**src/rtl/regfile_wr_arb_pkg.sv**
```systemverilog
// Shared definitions for the register-file write-port controller and its consumers.
package regfile_wr_arb_pkg;

   localparam int unsigned AW = 5;
   localparam int unsigned DW = 32;

   localparam logic [AW-1:0] REG_ZERO = 5'd0;
   localparam logic [AW-1:0] REG_LAST = 5'd31;

   typedef enum logic [0:0] {
      ST_INIT,
      ST_RUN
   } state_e;

endpackage

```
**src/rtl/regfile_wr_arb_if.sv**
```systemverilog
// Write-request and register-file write bundle between the producers, the arbiter and the regfile.
interface regfile_wr_arb_if;
   import regfile_wr_arb_pkg::*;

   logic          init_done;

   logic          wb_valid;
   logic [AW-1:0] wb_addr;
   logic [DW-1:0] wb_data;
   logic          wb_ready;

   logic          mc_valid;
   logic [AW-1:0] mc_addr;
   logic [DW-1:0] mc_data;
   logic          mc_ready;

   logic          rf_we;
   logic [AW-1:0] rf_waddr;
   logic [DW-1:0] rf_wdata;

   // Producer/consumer side: drives requests, observes readies and the write port.
   modport master (
      output wb_valid, wb_addr, wb_data, mc_valid, mc_addr, mc_data,
      input  wb_ready, mc_ready, init_done, rf_we, rf_waddr, rf_wdata
   );

   // Arbiter side.
   modport slave (
      input  wb_valid, wb_addr, wb_data, mc_valid, mc_addr, mc_data,
      output wb_ready, mc_ready, init_done, rf_we, rf_waddr, rf_wdata
   );

endinterface

```
**src/rtl/regfile_wr_arb.sv**
```systemverilog
// Register-file write-port controller: clears x1..x31 after reset, then arbitrates the single
// write port between writeback (priority) and the multicycle unit, with a starvation guard.
module regfile_wr_arb
   import regfile_wr_arb_pkg::*;
#(
   parameter int unsigned STARVE_MAX = 4
) (
   input logic             clk,
   input logic             rst_,
   regfile_wr_arb_if.slave bus
);

   localparam int unsigned SW = $clog2(STARVE_MAX + 1);
   localparam logic [SW-1:0] STARVE_SAT = SW'(STARVE_MAX);

   state_e        state_q, state_d;
   logic [AW-1:0] sweep_q, sweep_d;
   logic [SW-1:0] starve_q, starve_d;
   logic          rf_we_q, rf_we_d;
   logic [AW-1:0] rf_waddr_q, rf_waddr_d;
   logic [DW-1:0] rf_wdata_q, rf_wdata_d;

   logic run, starved;
   logic wb_zero, wb_live, mc_zero, mc_live;
   logic wb_win, mc_win;

   // Grant decode: address-0 requests are absorbed without touching the port.
   always_comb begin
      run     = (state_q == ST_RUN);
      starved = (starve_q == STARVE_SAT);
      wb_zero = bus.wb_valid && (bus.wb_addr == REG_ZERO);
      wb_live = bus.wb_valid && (bus.wb_addr != REG_ZERO);
      mc_zero = bus.mc_valid && (bus.mc_addr == REG_ZERO);
      mc_live = bus.mc_valid && (bus.mc_addr != REG_ZERO);
      wb_win  = run && wb_live && !(starved && mc_live);
      mc_win  = run && mc_live && !wb_win;
   end

   // Readies depend only on valids, addresses, state and starvation count.
   always_comb begin
      bus.wb_ready  = run && (wb_zero || wb_win);
      bus.mc_ready  = run && (mc_zero || mc_win);
      bus.init_done = run;
      bus.rf_we     = rf_we_q;
      bus.rf_waddr  = rf_waddr_q;
      bus.rf_wdata  = rf_wdata_q;
   end

   // Next state: clear sweep in INIT, winner's write and starvation tracking in RUN.
   always_comb begin
      state_d    = state_q;
      sweep_d    = sweep_q;
      starve_d   = starve_q;
      rf_we_d    = 1'b0;
      rf_waddr_d = rf_waddr_q;
      rf_wdata_d = rf_wdata_q;
      unique case (state_q)
         ST_INIT: begin
            // sweep_q wraps to REG_ZERO once x31 is issued, marking the sweep complete.
            if (sweep_q == REG_ZERO) begin
               state_d = ST_RUN;
            end else begin
               rf_we_d    = 1'b1;
               rf_waddr_d = sweep_q;
               rf_wdata_d = '0;
               sweep_d    = (sweep_q == REG_LAST) ? REG_ZERO : sweep_q + 1'b1;
            end
         end
         ST_RUN: begin
            if (wb_win) begin
               rf_we_d    = 1'b1;
               rf_waddr_d = bus.wb_addr;
               rf_wdata_d = bus.wb_data;
            end else if (mc_win) begin
               rf_we_d    = 1'b1;
               rf_waddr_d = bus.mc_addr;
               rf_wdata_d = bus.mc_data;
            end
            if (mc_win) begin
               starve_d = '0;
            end else if (mc_live && (starve_q != STARVE_SAT)) begin
               starve_d = starve_q + 1'b1;
            end
         end
         default: state_d = ST_INIT;
      endcase
   end

   // State and registered write port.
   always_ff @(posedge clk or negedge rst_) begin
      if (!rst_) begin
         state_q    <= ST_INIT;
         sweep_q    <= AW'(1);
         starve_q   <= '0;
         rf_we_q    <= 1'b0;
         rf_waddr_q <= '0;
         rf_wdata_q <= '0;
      end else begin
         state_q    <= state_d;
         sweep_q    <= sweep_d;
         starve_q   <= starve_d;
         rf_we_q    <= rf_we_d;
         rf_waddr_q <= rf_waddr_d;
         rf_wdata_q <= rf_wdata_d;
      end
   end

endmodule

```
**src/flat_wrapper.sv**
```systemverilog
// flat-port wrapper written by rule: the top's interface ports become plain ports
module regfile_wr_arb_flat import regfile_wr_arb_pkg::*;
#(
   parameter int unsigned STARVE_MAX = 4
)
  (clk, rst_, bus_wb_valid, bus_wb_addr, bus_wb_data, bus_mc_valid, bus_mc_addr, bus_mc_data, bus_wb_ready, bus_mc_ready, bus_init_done, bus_rf_we, bus_rf_waddr, bus_rf_wdata);
  regfile_wr_arb_if bus_i ();
  input logic clk;
  input logic rst_;
  input wire logic [$bits(bus_i.wb_valid)-1:0] bus_wb_valid;
  input wire logic [$bits(bus_i.wb_addr)-1:0] bus_wb_addr;
  input wire logic [$bits(bus_i.wb_data)-1:0] bus_wb_data;
  input wire logic [$bits(bus_i.mc_valid)-1:0] bus_mc_valid;
  input wire logic [$bits(bus_i.mc_addr)-1:0] bus_mc_addr;
  input wire logic [$bits(bus_i.mc_data)-1:0] bus_mc_data;
  output wire logic [$bits(bus_i.wb_ready)-1:0] bus_wb_ready;
  output wire logic [$bits(bus_i.mc_ready)-1:0] bus_mc_ready;
  output wire logic [$bits(bus_i.init_done)-1:0] bus_init_done;
  output wire logic [$bits(bus_i.rf_we)-1:0] bus_rf_we;
  output wire logic [$bits(bus_i.rf_waddr)-1:0] bus_rf_waddr;
  output wire logic [$bits(bus_i.rf_wdata)-1:0] bus_rf_wdata;
  assign bus_i.wb_valid = bus_wb_valid;
  assign bus_i.wb_addr = bus_wb_addr;
  assign bus_i.wb_data = bus_wb_data;
  assign bus_i.mc_valid = bus_mc_valid;
  assign bus_i.mc_addr = bus_mc_addr;
  assign bus_i.mc_data = bus_mc_data;
  assign bus_wb_ready = bus_i.wb_ready;
  assign bus_mc_ready = bus_i.mc_ready;
  assign bus_init_done = bus_i.init_done;
  assign bus_rf_we = bus_i.rf_we;
  assign bus_rf_waddr = bus_i.rf_waddr;
  assign bus_rf_wdata = bus_i.rf_wdata;
  regfile_wr_arb #(.STARVE_MAX(STARVE_MAX)) u_core (.clk(clk), .rst_(rst_), .bus(bus_i));
endmodule
```
**config.mk**
```make
export PLATFORM = sky130hd
export DESIGN_NAME = regfile_wr_arb_flat
export DESIGN_NICKNAME = d
export VERILOG_FILES = /design/src/rtl/regfile_wr_arb_pkg.sv /design/src/rtl/regfile_wr_arb_if.sv /design/src/rtl/regfile_wr_arb.sv /design/src/flat_wrapper.sv
export SDC_FILE = /design/constraint.sdc
export NUM_CORES = 1
export LEC_CHECK = 0
export CORE_MARGIN = 5
export CORE_UTILIZATION = 25
export CTS_CLUSTER_DIAMETER = 120
export DETAILED_ROUTE_END_ITERATION = 12
export SYNTH_ARGS = -nofsm -noshare
export SYNTH_HDL_FRONTEND = slang
export SYNTH_SLANG_ARGS = --single-unit
```
**constraint.sdc**
```tcl
create_clock -name clk -period 4 [get_ports clk]
set_input_delay 0.4 -clock clk [delete_from_list [all_inputs] [get_ports clk]]
set_output_delay 0.4 -clock clk [all_outputs]
set_load 0.05 [all_outputs]
```
==> results.json <==
{
  "hpwl_mm": 5.63,
  "cts_inserted_buffers": 5,
  "clock_sinks": 47,
  "die_w_um": 112,
  "yosysUniqueCellTypes": 40,
  "r2r-start": "u_core.bus.init_done",
  "synth_nets": 358,
  "worst_setup_path_start_kind": "input port",
  "die_h_um": 112,
  "worstPathArrival_ns": 2.57,
  "area_delta_synth_final_pct": 52.6,
  "top_layer_used": "met4",
  "outcome": "completed",
  "intPower_mw": 0.898,
  "synth-xor-area-share_pct": 0.336,
  "drive_above_1_share_pct": 11.0,
  "gp_congestion": 0.800,
  "fin_crit_ns": 2.97,
  "swShare_pct": 39.5,
  "grt_pass1_wl_mm": 13.6,
  "syn_avg_cell_area_um2": 9.48,
  "routedWlPerCell_um": 15.6,
  "fmax_mhz": 337,
  "routed-wl-met3_um": 597,
  "m1WireLength_mm": 3.68,
  "wl_met2_mm": 3.79,
  "relSlewSlack_pct": 27.2,
  "async_flop_share_pct": 100,
  "drc": 0,
  "globalRoute.totalOverflow": 0,
  "dr_total_vias": 2456,
  "clk_pin_slew_ns": 0.10,
  "ys_seq_elements": 47,
  "slew_violations": 0,
  "synth.area.top_cells": "dfrtp_1 (44%), o221ai_2 (12%), inv_1 (6.3%)",
  "n_fill_cell": 1034,
  "start_util_pct": 25.5,
  "p_leak_nw": 1.66,
  "cts_resized": 0,
  "worst_hold_path_type": "input port to asynchronous set/reset pin",
  "maxCapViolCount": 0,
  "rows": 37,
  "synthMuxAreaShare_pct": 0,
  "vdd_drop_max_v": 0.000144,
  "synth_fa_ha_area_share_pct": 2.40,
  "synth-compound-area-share_pct": 23.4,
  "clk_path_buf_depth": 2,
  "coreArea_um2": 10200,
  "holdBufCountCts": 0,
  "final.period_utilization_pct": 74.3,
  "grt_max_degree": 48,
  "tns_ns": 0,
  "p_comb_share_pct": 41.8,
  "netlist_top_cells_count": "dfrtp_1 (46), inv_1 (44), nand2_1 (41)",
  "critPathMaxFanout": 5,
  "r2r_setup_slack_ns": 1.37,
  "power_mw": 1.48,
  "ios": 119,
  "cellPowerDensity_nw_per_um2": 373,
  "wl_mm": 8.12,
  "yosys.area_share.simple_pct": 17.9,
  "ys_warn_count": 0,
  "post-cts-setup-buffers": 0,
  "cp-end-kind": "primary output",
  "drt_first_pass_iters": 4,
  "rr_worst_depth": 4,
  "clock_latency_ns": 0.30,
  "synth_edf_count": 0,
  "worstMarginPinSlew_ns": 1.09,
  "setup_viol": 0,
  "io_buffers": 118,
  "grt_pass1_vias": 2577,
  "layout.nets": 465,
  "syn_inst": 275,
  "track_usage_pct": 12.9,
  "required_ns": 3.60,
  "rsz0062_at_grt": "false",
  "drtIter0Drc": 103,
  "yosysSeqAreaShare_pct": 45.2,
  "yosysTopAreaCell": "dfrtp_1",
  "netlist.area_leader.share_pct": 44.1,
  "power_frac_clock_pct": 19.4,
  "synth_top_family_by_area": "compound AO/OA/AOI/OAI gates",
  "detail-route-antenna-nets": 0,
  "antenna_cells": 0,
  "synthesis.area_um2": 2610,
  "clockRootBuffer": "clkbuf_8",
  "seqPwrFrac_pct": 38.8,
  "worstSetupPathType": "input port to primary output",
  "dieArea_um2": 12600,
  "cts_tree": "done",
  "yosysMostFrequentCell": "dfrtp_1",
  "p_sw_mw": 0.585,
  "antenna_found_initial": 0,
  "synth_ff_type": "dfrtp_1",
  "worstReg2RegEnd": "u_core.bus.rf_wdata[7]",
  "fin_worst_skew_ns": 0.00693,
  "hold_violations": 0,
  "vias_per_cell": 4.73,
  "h-tree-depth": 2
}
-- cells in the final DEF (no fill, tap or decap), drive strengths merged --
cell type        n
a221oi           6
nand2b           1
buf              3
o2bb2ai          1
xor2             1
clkinv           3
nand2           41
o32ai            3
o211ai           1
inv             45
ha               5
nor3             2
a211oi           2
nor3b            1
and3             2
clkbuf           5
o41ai            1
dfrtp           46
nor4b            1
o221ai          32
or3              2
nand4            2
a21oi            5
a211o            1
nand4b           1
dfstp            1
o21ai            5
a31oi            1
nand3b           1
a21o             1
o22ai            2
nor2             8
nand3           33
clkdlybuf4s50  117
and2             1
-- routing by layer --
layer  up-vias  global-route usage [%]
met1      1165                    17.4
met2        99                    21.2
met3         6                    3.34
met4         0                    2.56
met5         -                       0
li1       1186                       -
-- state kept, by name, summed over array words and instances, names as in the netlist --
register,cells
u_core.bus.init_done,1
u_core.sweep_q,5
u_core.bus.rf_we,1
u_core.bus.rf_waddr,5
u_core.starve_q,3
u_core.bus.rf_wdata,32
-- power by group through the flow --
stage          clock network (mW)  logic [mW]  registers (mW)
2_1_floorplan                   0       0.189           0.776
3_3_place_gp                    0       0.620           0.584
3_5_place_dp                    0       0.626           0.585
4_1_cts                     0.307       0.628           0.576
5_1_grt                     0.324       0.660           0.585
6_report                    0.288       0.620           0.575
-- how the worst max path moves through the flow --
stage	depth (start not counted)	endpoint	from
3_5_place_dp	5	u_core.bus.rf_wdata[8]	bus_mc_valid
4_1_cts	5	bus_wb_ready	bus_mc_addr[0]
3_3_place_gp	6	bus_mc_ready	bus_wb_addr[0]
6_report	5	bus_wb_ready	bus_mc_addr[0]
5_1_grt	5	bus_wb_ready	bus_mc_addr[0]
2_1_floorplan	3	bus_wb_ready	u_core.bus.init_done
-- critical path: stages --
cell and delay, ns:
clkdlybuf4s50_1 0.44, nor3_2 0.50, nand2_1 0.15, a31oi_1 0.23, clkdlybuf4s50_1 0.84
-- stage by stage --
stage               setup WS [ns]  area [um^2]  instances  util, %  hold slack (ns)
floorplan                    1.83         2610        275        -            0.104
finish                       1.03         3980        519     38.9            0.297
global route                0.924         3980        519     38.9            0.404
global placement             1.05         3900        511     38.1            0.519
CTS                          1.04         3980        519     38.9            0.338
detailed placement           1.02         3900        511     38.1            0.530
-- cell families after synthesis --
| group | count (synthesis) |
|---|---|
| simple gates | 96 |
| buf+inv | 65 |
| fa+ha+maj | 5 |
| compound gates | 61 |
| flops | 47 |
| xor+xnor | 1 |
-- cell type report --
type,count,area (um^2),area share (%)
clock buffers,5,68.8,1.73
clock inverters,3,15.0,0.377
inverters,45,169,4.24
multi-input cells,163,1190,29.9
flip-flops and latches,47,1180,29.6
well taps,136,170,4.28
repair buffers,120,1190,29.9
(Power assumes the default switching activity.)
